## config.mk

```make
export PLATFORM = sky130hd
export DESIGN_NAME = seat_request_ctrl
export DESIGN_NICKNAME = d
export VERILOG_FILES = /design/src/rtl/seat_request_ctrl.sv
export SDC_FILE = /design/constraint.sdc
export NUM_CORES = 1
export LEC_CHECK = 0
export BUFFER_PORTS_ARGS = -buffer_cell sky130_fd_sc_hd__buf_2
export CAP_MARGIN = 30
export CORE_AREA = 2 2 215 217
export CTS_CLUSTER_SIZE = 28
export DETAILED_ROUTE_END_ITERATION = 8
export DIE_AREA = 0 0 217 219
export GPL_ROUTABILITY_DRIVEN = 0
export PLACE_DENSITY = 0.43
export SLEW_MARGIN = 15
export SYNTH_ARGS = -nofsm -noshare
export SYNTH_HDL_FRONTEND = slang
export SYNTH_SLANG_ARGS = --single-unit
```

## constraint.sdc

```tcl
create_clock -name clk -period 2.3 [get_ports clk]
set_clock_uncertainty 0.05 [all_clocks]
set_input_delay 0.115 -clock clk [delete_from_list [all_inputs] [get_ports clk]]
set_output_delay 0.115 -clock clk [all_outputs]
set_load 0.03 [all_outputs]
```

## src/rtl/seat_request_ctrl.sv

```systemverilog
// Front-end sequencer for the seat reservation table: kiosk request FIFO,
// manager command register, minute clock and one-pulse-at-a-time command issue.

package seat_request_ctrl_pkg;

    localparam int unsigned STUDENT_W = 32;
    localparam int unsigned SEAT_W    = 5;
    localparam int unsigned SSTATE_W  = 2;
    localparam int unsigned MINUTE_W  = 11;

    typedef struct packed {
        logic [STUDENT_W-1:0] student;
        logic [SEAT_W-1:0]    seat;
        logic [SSTATE_W-1:0]  state;
    } seat_req_t;

    typedef enum logic [1:0] {
        OP_NOP   = 2'd0,
        OP_BAN   = 2'd1,
        OP_LIMIT = 2'd2,
        OP_CLEAR = 2'd3
    } mgr_op_e;

endpackage

module seat_request_ctrl
    import seat_request_ctrl_pkg::*;
#(
    parameter int unsigned FIFO_DEPTH    = 4,
    parameter int unsigned TICKS_PER_MIN = 60,
    parameter int unsigned LIMIT_DEFAULT = 120,
    parameter int unsigned BAN_DEFAULT   = 2
) (
    input  logic                 clk,
    input  logic                 rst_n,
    input  logic                 req_valid,
    output logic                 req_ready,
    input  logic [STUDENT_W-1:0] req_student,
    input  logic [SEAT_W-1:0]    req_seat,
    input  logic [SSTATE_W-1:0]  req_state,
    input  logic                 mgr_valid,
    input  logic [1:0]           mgr_op,
    input  logic [1:0]           mgr_ban,
    input  logic [MINUTE_W-1:0]  mgr_limit,
    output logic                 rst_mem,
    output logic                 write_mem,
    output logic [STUDENT_W-1:0] Student_No_mem,
    output logic [SEAT_W-1:0]    Seat_No_mem,
    output logic [SSTATE_W-1:0]  Seat_State_mem,
    output logic [MINUTE_W-1:0]  Time_mem,
    output logic [1:0]           write_set_mem,
    output logic [1:0]           ban_mem,
    output logic [MINUTE_W-1:0]  limit_time_mem,
    output logic [2:0]           fifo_count,
    output logic [7:0]           drop_cnt
);

    localparam int unsigned PTR_W       = (FIFO_DEPTH > 1) ? $clog2(FIFO_DEPTH) : 1;
    localparam int unsigned CNT_W       = $clog2(FIFO_DEPTH) + 1;
    localparam int unsigned TICK_W      = (TICKS_PER_MIN > 1) ? $clog2(TICKS_PER_MIN) : 1;
    localparam int unsigned MIN_PER_DAY = 1440;

    typedef enum logic [1:0] {
        ST_IDLE  = 2'd0,
        ST_ISSUE = 2'd1,
        ST_HOLD  = 2'd2
    } state_e;

    state_e                r_state;
    state_e                w_state_nxt;

    seat_req_t             r_fifo [FIFO_DEPTH];
    logic [PTR_W-1:0]      r_wr_ptr;
    logic [PTR_W-1:0]      r_rd_ptr;
    logic [CNT_W-1:0]      r_count;

    logic                  r_pend_vld;
    mgr_op_e               r_pend_op;
    logic [1:0]            r_pend_ban;
    logic [MINUTE_W-1:0]   r_pend_limit;

    logic [TICK_W-1:0]     r_tick;
    logic [MINUTE_W-1:0]   r_time;

    seat_req_t             r_ops;
    seat_req_t             w_ops_nxt;
    logic                  r_write;
    logic                  w_write_nxt;
    logic                  r_rst;
    logic                  w_rst_nxt;
    logic [1:0]            r_set;
    logic [1:0]            w_set_nxt;
    logic [1:0]            r_ban;
    logic [1:0]            w_ban_nxt;
    logic [MINUTE_W-1:0]   r_limit;
    logic [MINUTE_W-1:0]   w_limit_nxt;
    logic [7:0]            r_drop;

    logic                  w_req_ready;
    logic                  w_req_ok;
    logic                  w_accept;
    logic                  w_push;
    logic                  w_drop;
    logic                  w_pop;
    logic                  w_take_mgr;
    logic                  w_flush;
    logic                  w_mgr_load;

    assign w_req_ready = (r_count < CNT_W'(FIFO_DEPTH));
    assign w_req_ok    = (req_student != '0) && (req_state != 2'd3);
    assign w_accept    = req_valid && w_req_ready;
    // A push landing on the clear-all edge is discarded along with the queue.
    assign w_push      = w_accept && w_req_ok && !w_flush;
    assign w_drop      = w_accept && !w_req_ok;
    assign w_mgr_load  = mgr_valid && (mgr_op != 2'd0);

    // Free-running minute-of-day clock, independent of the sequencer.
    always_ff @(posedge clk or negedge rst_n) begin
        if (!rst_n) begin
            r_tick <= '0;
            r_time <= '0;
        end else if (r_tick == TICK_W'(TICKS_PER_MIN - 1)) begin
            r_tick <= '0;
            r_time <= (r_time == MINUTE_W'(MIN_PER_DAY - 1)) ? '0 : r_time + MINUTE_W'(1);
        end else begin
            r_tick <= r_tick + TICK_W'(1);
        end
    end

    // Kiosk request queue.
    always_ff @(posedge clk or negedge rst_n) begin
        if (!rst_n) begin
            r_wr_ptr <= '0;
            r_rd_ptr <= '0;
            r_count  <= '0;
            for (int i = 0; i < int'(FIFO_DEPTH); i++) begin
                r_fifo[i] <= '0;
            end
        end else if (w_flush) begin
            r_wr_ptr <= '0;
            r_rd_ptr <= '0;
            r_count  <= '0;
        end else begin
            if (w_push) begin
                r_fifo[r_wr_ptr] <= '{student: req_student, seat: req_seat, state: req_state};
                r_wr_ptr         <= r_wr_ptr + PTR_W'(1);
            end
            if (w_pop) begin
                r_rd_ptr <= r_rd_ptr + PTR_W'(1);
            end
            r_count <= r_count + CNT_W'(w_push) - CNT_W'(w_pop);
        end
    end

    // Saturating count of rejected requests.
    always_ff @(posedge clk or negedge rst_n) begin
        if (!rst_n) begin
            r_drop <= '0;
        end else if (w_drop && (r_drop != 8'hFF)) begin
            r_drop <= r_drop + 8'd1;
        end
    end

    // Single-entry manager command register; a newer command replaces an older one.
    always_ff @(posedge clk or negedge rst_n) begin
        if (!rst_n) begin
            r_pend_vld   <= 1'b0;
            r_pend_op    <= OP_NOP;
            r_pend_ban   <= '0;
            r_pend_limit <= '0;
        end else if (w_mgr_load) begin
            r_pend_vld   <= 1'b1;
            r_pend_op    <= mgr_op_e'(mgr_op);
            r_pend_ban   <= (mgr_ban == 2'd3) ? 2'd2 : mgr_ban;
            r_pend_limit <= mgr_limit;
        end else if (w_take_mgr) begin
            r_pend_vld   <= 1'b0;
        end
    end

    // Sequencer state and registered table-side outputs.
    always_ff @(posedge clk or negedge rst_n) begin
        if (!rst_n) begin
            r_state <= ST_IDLE;
            r_write <= 1'b0;
            r_rst   <= 1'b0;
            r_set   <= '0;
            r_ops   <= '0;
            r_ban   <= 2'(BAN_DEFAULT);
            r_limit <= MINUTE_W'(LIMIT_DEFAULT);
        end else begin
            r_state <= w_state_nxt;
            r_write <= w_write_nxt;
            r_rst   <= w_rst_nxt;
            r_set   <= w_set_nxt;
            r_ops   <= w_ops_nxt;
            r_ban   <= w_ban_nxt;
            r_limit <= w_limit_nxt;
        end
    end

    // Next-state: manager command beats the queue; each operation spends ISSUE then HOLD.
    always_comb begin
        w_state_nxt = r_state;
        w_pop       = 1'b0;
        w_take_mgr  = 1'b0;
        w_flush     = 1'b0;
        w_write_nxt = 1'b0;
        w_rst_nxt   = 1'b0;
        w_set_nxt   = '0;
        w_ops_nxt   = r_ops;
        w_ban_nxt   = r_ban;
        w_limit_nxt = r_limit;

        unique case (r_state)
            ST_IDLE: begin
                if (r_pend_vld) begin
                    w_take_mgr  = 1'b1;
                    w_state_nxt = ST_ISSUE;
                    case (r_pend_op)
                        OP_BAN: begin
                            w_ban_nxt = r_pend_ban;
                            w_set_nxt = 2'd1;
                        end
                        OP_LIMIT: begin
                            w_limit_nxt = r_pend_limit;
                            w_set_nxt   = 2'd2;
                        end
                        OP_CLEAR: begin
                            w_rst_nxt = 1'b1;
                            w_flush   = 1'b1;
                        end
                        default: ;
                    endcase
                end else if (r_count != '0) begin
                    w_pop       = 1'b1;
                    w_write_nxt = 1'b1;
                    w_ops_nxt   = r_fifo[r_rd_ptr];
                    w_state_nxt = ST_ISSUE;
                end
            end
            ST_ISSUE: w_state_nxt = ST_HOLD;
            ST_HOLD:  w_state_nxt = ST_IDLE;
            default:  w_state_nxt = ST_IDLE;
        endcase
    end

    assign req_ready      = w_req_ready;
    assign rst_mem        = r_rst;
    assign write_mem      = r_write;
    assign Student_No_mem = r_ops.student;
    assign Seat_No_mem    = r_ops.seat;
    assign Seat_State_mem = r_ops.state;
    assign Time_mem       = r_time;
    assign write_set_mem  = r_set;
    assign ban_mem        = r_ban;
    assign limit_time_mem = r_limit;
    assign fifo_count     = 3'(r_count);
    assign drop_cnt       = r_drop;

endmodule

```

* After elaboration in Yosys (flattened, before gate mapping) *
Index checks and enable logic that the tools add are counted.
W data, S select, Z words.

storage, ports and cells
  bits in registers = 262
  input port bits = 58

cells by class
  $lt $le $gt $ge = 4
  mux-type cells = 30
  equality and inequality tests = 10
  reduce and logical (&&, ||, !) cells = 21
  bitwise operators = 4
  add/subtract/negate cells = 7

operator list
  operator                 count
  $bwmux W156              1
  $mux W39                 3
  $bmux W39 S2             1
  $demux W39 S2            1
  $reduce_bool A32 Y1      1
  $mux W2                  9
  $add A11 B1 Y11 const B  1
  $eq A11 B11 Y1 const B   1
  $mux W11                 1
  $mux W1                  10
  $reduce_and A3 Y1        3
  $add A8 B1 Y8 const B    1
  $logic_and A1 B1 Y1      8
  $ne A8 B8 Y1 const B     1
  $pmux W2 S2              2
  $reduce_bool A2 Y1       4
  $add A6 B1 Y6 const B    1
  $eq A2 B2 Y1 const B     3
  $eq A6 B6 Y1 const B     1
  $ge A3 B3 Y1 const B     2
  $mux W6                  1
  $not A2 Y3               2
  $add A2 B1 Y2 const B    2
  $eq A2 B1 Y1 const B     2
  12 further kinds         14

* Longest topological paths before layout *
  word-level depth = 9
  mapped depth = 13

* Worst setup path before layout *
No wires, ideal clock.

  kind = reg2reg
  start = reg r_count[1], in the netlist fifo_count[1]
  end = reg r_count[2], in the netlist fifo_count[2]
  buffers on the path = 1
  setup time = 0.119 ns
  data required time = 2.131 ns
  setup slack = -0.314 ns
  period minus slack after synthesis = 2.614 ns
  stages on the path, launching flop included = 12
  arrival = 2.445 ns
  path through = dfrtp_1 > nor3_1 > nor4_2 > buf_2 > ha_1 > inv_1 > ha_1 > inv_1 > fa_1 > xnor2_1 > xnor2_1 > nor2_1

between the ends
  elaborated cells between the ends (all ways) = 11
  classes of those cells = add/sub (2); order compare (1); mux (4); reduce/logical (4)

RTL lines
  what                    line  RTL
  from (decl)             75    logic [CNT_W-1:0] r_count;
  from (signal assigned)  151   r_count <= r_count + CNT_W'(w_push) - CNT_W'(w_pop);
  $reduce_bool A3 Y1      235   end else if (r_count != '0) begin
  $mux W1                 235
  $mux W1                 217   if (r_pend_vld) begin
  $mux W1                 215   unique case (r_state)
  net w_pop               104   logic w_pop;
  $sub A3 B1 Y3           151
  $mux W3                 139   end else if (w_flush) begin

The timed path passes the listed nets, and every way through them passes these cells.
A chain may end at the register's enable or synchronous reset.

* Final worst setup path *
  start = reg r_state[0]
  end = reg r_count[2], in the netlist fifo_count[2]

between the ends
  cells in the longest elaborated chain, start to end = 7
  elaborated cells between the ends (all ways) = 8
  classes of those cells = add/sub (2); mux (3); reduce/logical (3)

RTL lines
  what                    line  RTL
  from (decl)             69    state_e r_state;
  from (signal assigned)  192   r_state <= w_state_nxt;
  $logic_not A2 Y1 (*)    215
  $mux W1                 215
  $logic_not A1 Y1        113   assign w_push = w_accept && w_req_ok && !w_flush;
  $logic_and A1 B1 Y1     113
  $add A3 B1 Y3           151
  $sub A3 B1 Y3           151
  $mux W3 (*)             139

Every way passes the cells marked *; elsewhere a longest branch is shown, timed or not.

==> results.json <==
{
  "status": "completed",
  "final_cells": 1607,
  "total_leakage_power_nw": 6.827,
  "initial_core_utilization_pct": 24.87,
  "antenna_violating_nets_post_route": 0,
  "setup_ws_ns": 0.07194,
  "die_w_um": 217,
  "tritoncts.num_buffers": 35,
  "avgSynthCellArea_um2": 15.71,
  "register_to_register_setup_slack_ns": 0.07,
  "timing.rr.start": "r_state[0]",
  "worst-endpoint-arrival_ns": 2.58,
  "worstPathRequired_ns": 2.66,
  "max_clock_freq_mhz": 448.8,
  "post_synth_edffs": 0,
  "htree_levels": 2,
  "register_area_mm2": 0.006571,
  "grt_usage_pct": 12.33,
  "fraction_of_layout_cells_with_a_size_suffix_above_1_pct": 54.47,
  "die_y_um": 219,
  "max_slew.worst_pin.slew_ns": 0.7803,
  "holdCritPathClass": "in -> async",
  "met1Wirelength_mm": 12.98,
  "post_synth_inst_count": 714,
  "critPathCapture": "fifo_count[2]",
  "setup_viol_count_final": 0,
  "wl_met3_mm": 1.825,
  "dieArea_mm2": 0.04752,
  "worstSetupEndpointType": "register",
  "rows": 78,
  "clkSlewWorstSetupHoldPaths_ns": 0.06,
  "vdd.ir_drop.worst_mv": 0.6450,
  "postLayoutCoreUtil_pct": 33.46,
  "placed_area_mm2": 0.01324,
  "drt_first_iter_violations": 263,
  "tritoncts": "yes",
  "synth.yosys.seq_area_share_pct": 58.52,
  "regToRegEndpoint": "fifo_count[2]",
  "drt_drc_violations_left": 0,
  "cts_buffer_depth": 3,
  "area_delta_synth_final_pct": 34.53,
  "worst_skew_pair.late_latency_ns": 0.53,
  "synth_cell_types": 42,
  "grt_start_max_net_pins": 58,
  "pwr_density_cell_mw_per_mm2": 1353,
  "grt_antenna_before_repair": 2,
  "worst_hold_slack_ns": 0.09386,
  "synth_seq_cells": 262,
  "footprint_of_the_multi_input_gates_mm2": 0.004448,
  "detailed_place_hpwl_mm": 17.90,
  "fin_area_mm2": 0.01509,
  "worstSetupPathType": "reg -> reg",
  "highest_signal_layer_in_the_routed_design": "met5",
  "via_count_of_the_first_global_routing_pass": 7617,
  "cts.sinks": 262,
  "buffer_ports.inserted": 136,
  "cp_max_fo": 2,
  "buffer_count_from_post_cts_setup_fixing": 0,
  "async_reset_ff_share_pct": 100.0,
  "floorplan.core_area_mm2": 0.04509,
  "synthesis.nets": 782,
  "reg2regPathDepth": 13,
  "post_drt_wl_per_cell_um": 17.46,
  "fill_cells": 4487,
  "ctsRootBufferMaster": "sky130_fd_sc_hd__clkbuf_16",
  "synth.yosys.warnings": 0,
  "grt_total_ovfl": 0,
  "detailroute.wirelength.met2_mm": 12.71,
  "startpoint_type": "register",
  "drtPass1Iterations": 4,
  "preCtsSetupSlack_ns": -0.5725,
  "finalCritPeriodShare_pct": 96.87,
  "num_vias": 6938,
  "rsz_0062_raised_after_global_routing": "true",
  "timing.critical_path.from": "r_state[0]",
  "dp.cells": 1487,
  "syn-cell-area_mm2": 0.01121,
  "global_route_wire_length_before_repair_mm": 45.04,
  "drv_slew": 0,
  "max_slew_margin_pct": 47.98,
  "vias_per_cell": 4.317,
  "hold_viol": 0,
  "nets": 1053,
  "ioPinCount": 137,
  "synth_flop_cell": "sky130_fd_sc_hd__dfrtp_1",
  "routed_wl_mm": 28.07,
  "drv.max_cap_violation_count": 0,
  "timing.final.crit_period_ns": 2.228
}
[layer usage]
layer | GRT usage [%] | vias up
met5 | 0 | -
met4 | 3.265 | 2
met3 | 4.227 | 37
met2 | 19.22 | 141
met1 | 16.33 | 3592
li1 | - | 3166
[power breakdown]
group / leakage (nW) / internal [mW] / switching, mW
Combinational: 3.00 / 3.78 / 3.31
Clock: 0.599 / 3.72 / 2.02
Sequential: 3.23 / 6.57 / 1.01
Total: 6.83 / 14.1 / 6.34
[cells in the final DEF, fill, tap and decap left out, types with 3 or more instances in the layout]
| master | n |
|---|---|
| sky130_fd_sc_hd__dfrtp_2 | 4 |
| sky130_fd_sc_hd__mux2_4 | 10 |
| sky130_fd_sc_hd__and3_1 | 4 |
| sky130_fd_sc_hd__nor4_1 | 10 |
| sky130_fd_sc_hd__dfrtp_1 | 252 |
| sky130_fd_sc_hd__bufinv_16 | 5 |
| sky130_fd_sc_hd__o21ai_0 | 11 |
| sky130_fd_sc_hd__nand2_1 | 25 |
| sky130_fd_sc_hd__clkbuf_1 | 6 |
| sky130_fd_sc_hd__buf_2 | 135 |
| sky130_fd_sc_hd__dfstp_2 | 5 |
| sky130_fd_sc_hd__xnor2_1 | 6 |
| sky130_fd_sc_hd__mux4_2 | 39 |
| sky130_fd_sc_hd__nor2_1 | 15 |
| sky130_fd_sc_hd__a31oi_1 | 3 |
| sky130_fd_sc_hd__clkbuf_8 | 8 |
| sky130_fd_sc_hd__nand3_1 | 11 |
| sky130_fd_sc_hd__dlygate4sd3_1 | 61 |
| sky130_fd_sc_hd__nand4_1 | 8 |
| sky130_fd_sc_hd__clkbuf_16 | 37 |
| sky130_fd_sc_hd__nand3_2 | 3 |
| sky130_fd_sc_hd__and4_1 | 3 |
| sky130_fd_sc_hd__ha_1 | 7 |
| sky130_fd_sc_hd__inv_1 | 6 |
| sky130_fd_sc_hd__buf_4 | 54 |
| sky130_fd_sc_hd__xor2_1 | 12 |
| sky130_fd_sc_hd__nor2b_1 | 3 |
| sky130_fd_sc_hd__buf_12 | 17 |
| sky130_fd_sc_hd__mux2_2 | 209 |
[metrics by stage]
step	power, mW	setup TNS [ns]
floorplan	12.56	-0.1271
global placement	14.70	-36.30
finish	20.41	0
global route	21.69	-0.05304
detailed placement	14.82	-40.96
CTS	20.85	0
[cells by family after synthesis]
kind of cell	share of synthesized area (%)
buffers and inverters	2.421
muxes	30.25
adders and majority gates	1.183
AOI/OAI and AO/OA	1.283
DFF	58.52
xor gates and xnor gates	1.484
and+or+nand+nor	4.865
[synth_stat cells (all sizes together), types with 8 or more instances]
cell type  count  share of area [%]
dfrtp        257                 57
mux4          39                7.8
ha             9                1.0
mux2         219                 22
clkbuf         9               0.30
nor2          17               0.71
nor4          12               0.78
nand3         15               0.91
xor2          12               0.94
nand2         27               0.90
inv            9               0.30
buf           26                1.8
nand4          8               0.45
o21ai         12               0.54
[critical path, stage by stage, from the launching register on]
cell and delay, ns:
sky130_fd_sc_hd__dfrtp_1 0.38, sky130_fd_sc_hd__nor2_2 0.14, sky130_fd_sc_hd__and4_1 0.20, sky130_fd_sc_hd__buf_6 0.12, sky130_fd_sc_hd__nor2_8 0.04, sky130_fd_sc_hd__nand2_4 0.06
sky130_fd_sc_hd__ha_4 0.20, sky130_fd_sc_hd__inv_2 0.06, sky130_fd_sc_hd__ha_4 0.11, sky130_fd_sc_hd__inv_2 0.03, sky130_fd_sc_hd__fa_2 0.34, sky130_fd_sc_hd__xnor2_2 0.18
sky130_fd_sc_hd__xnor2_1 0.13, sky130_fd_sc_hd__nor2_1 0.06
[cell type report]
type | count | area share [%]
clock buffers | 51 | 7.016
repair buffers | 269 | 13.64
well taps | 600 | 4.976
clock inverters | 7 | 1.062
inverters | 9 | 0.2488
multi-input cells | 408 | 29.48
flip-flops and latches | 262 | 43.56
diodes | 1 | 0.01659
[registers in the layout (all words and copies together) (netlist names), 3 cells and up]
register and flops:
r_fifo 156, fifo_count 3, drop_cnt 8, r_tick 6, limit_time_mem 11, Seat_No_mem 5
Student_No_mem 32, r_pend_limit 11, Time_mem 11
[worst min-delay path by stage]
stage,from,to,slack (ns),depth (start not counted)
after floorplan,rst_n,Seat_No_mem[0],-0.23,0
after detailed placement,rst_n,r_fifo[137],0.06,1
after global placement,rst_n,Student_No_mem[13],0.05,1
after CTS,rst_n,r_fifo[65],0.08,2
final,rst_n,r_fifo[137],0.09,2
after global routing,rst_n,r_fifo[103],0.11,2
[what timing repair did]
item                       in CTS  in global routing
hold endpoints to repair      431                  0
gates cloned                    0                  0
setup endpoints to repair       1                 11
gates resized for setup         3                  1
hold buffers                   61                  0
pin swaps                       4                  8
No activity file was read; power rests on OpenSTA's default activity.
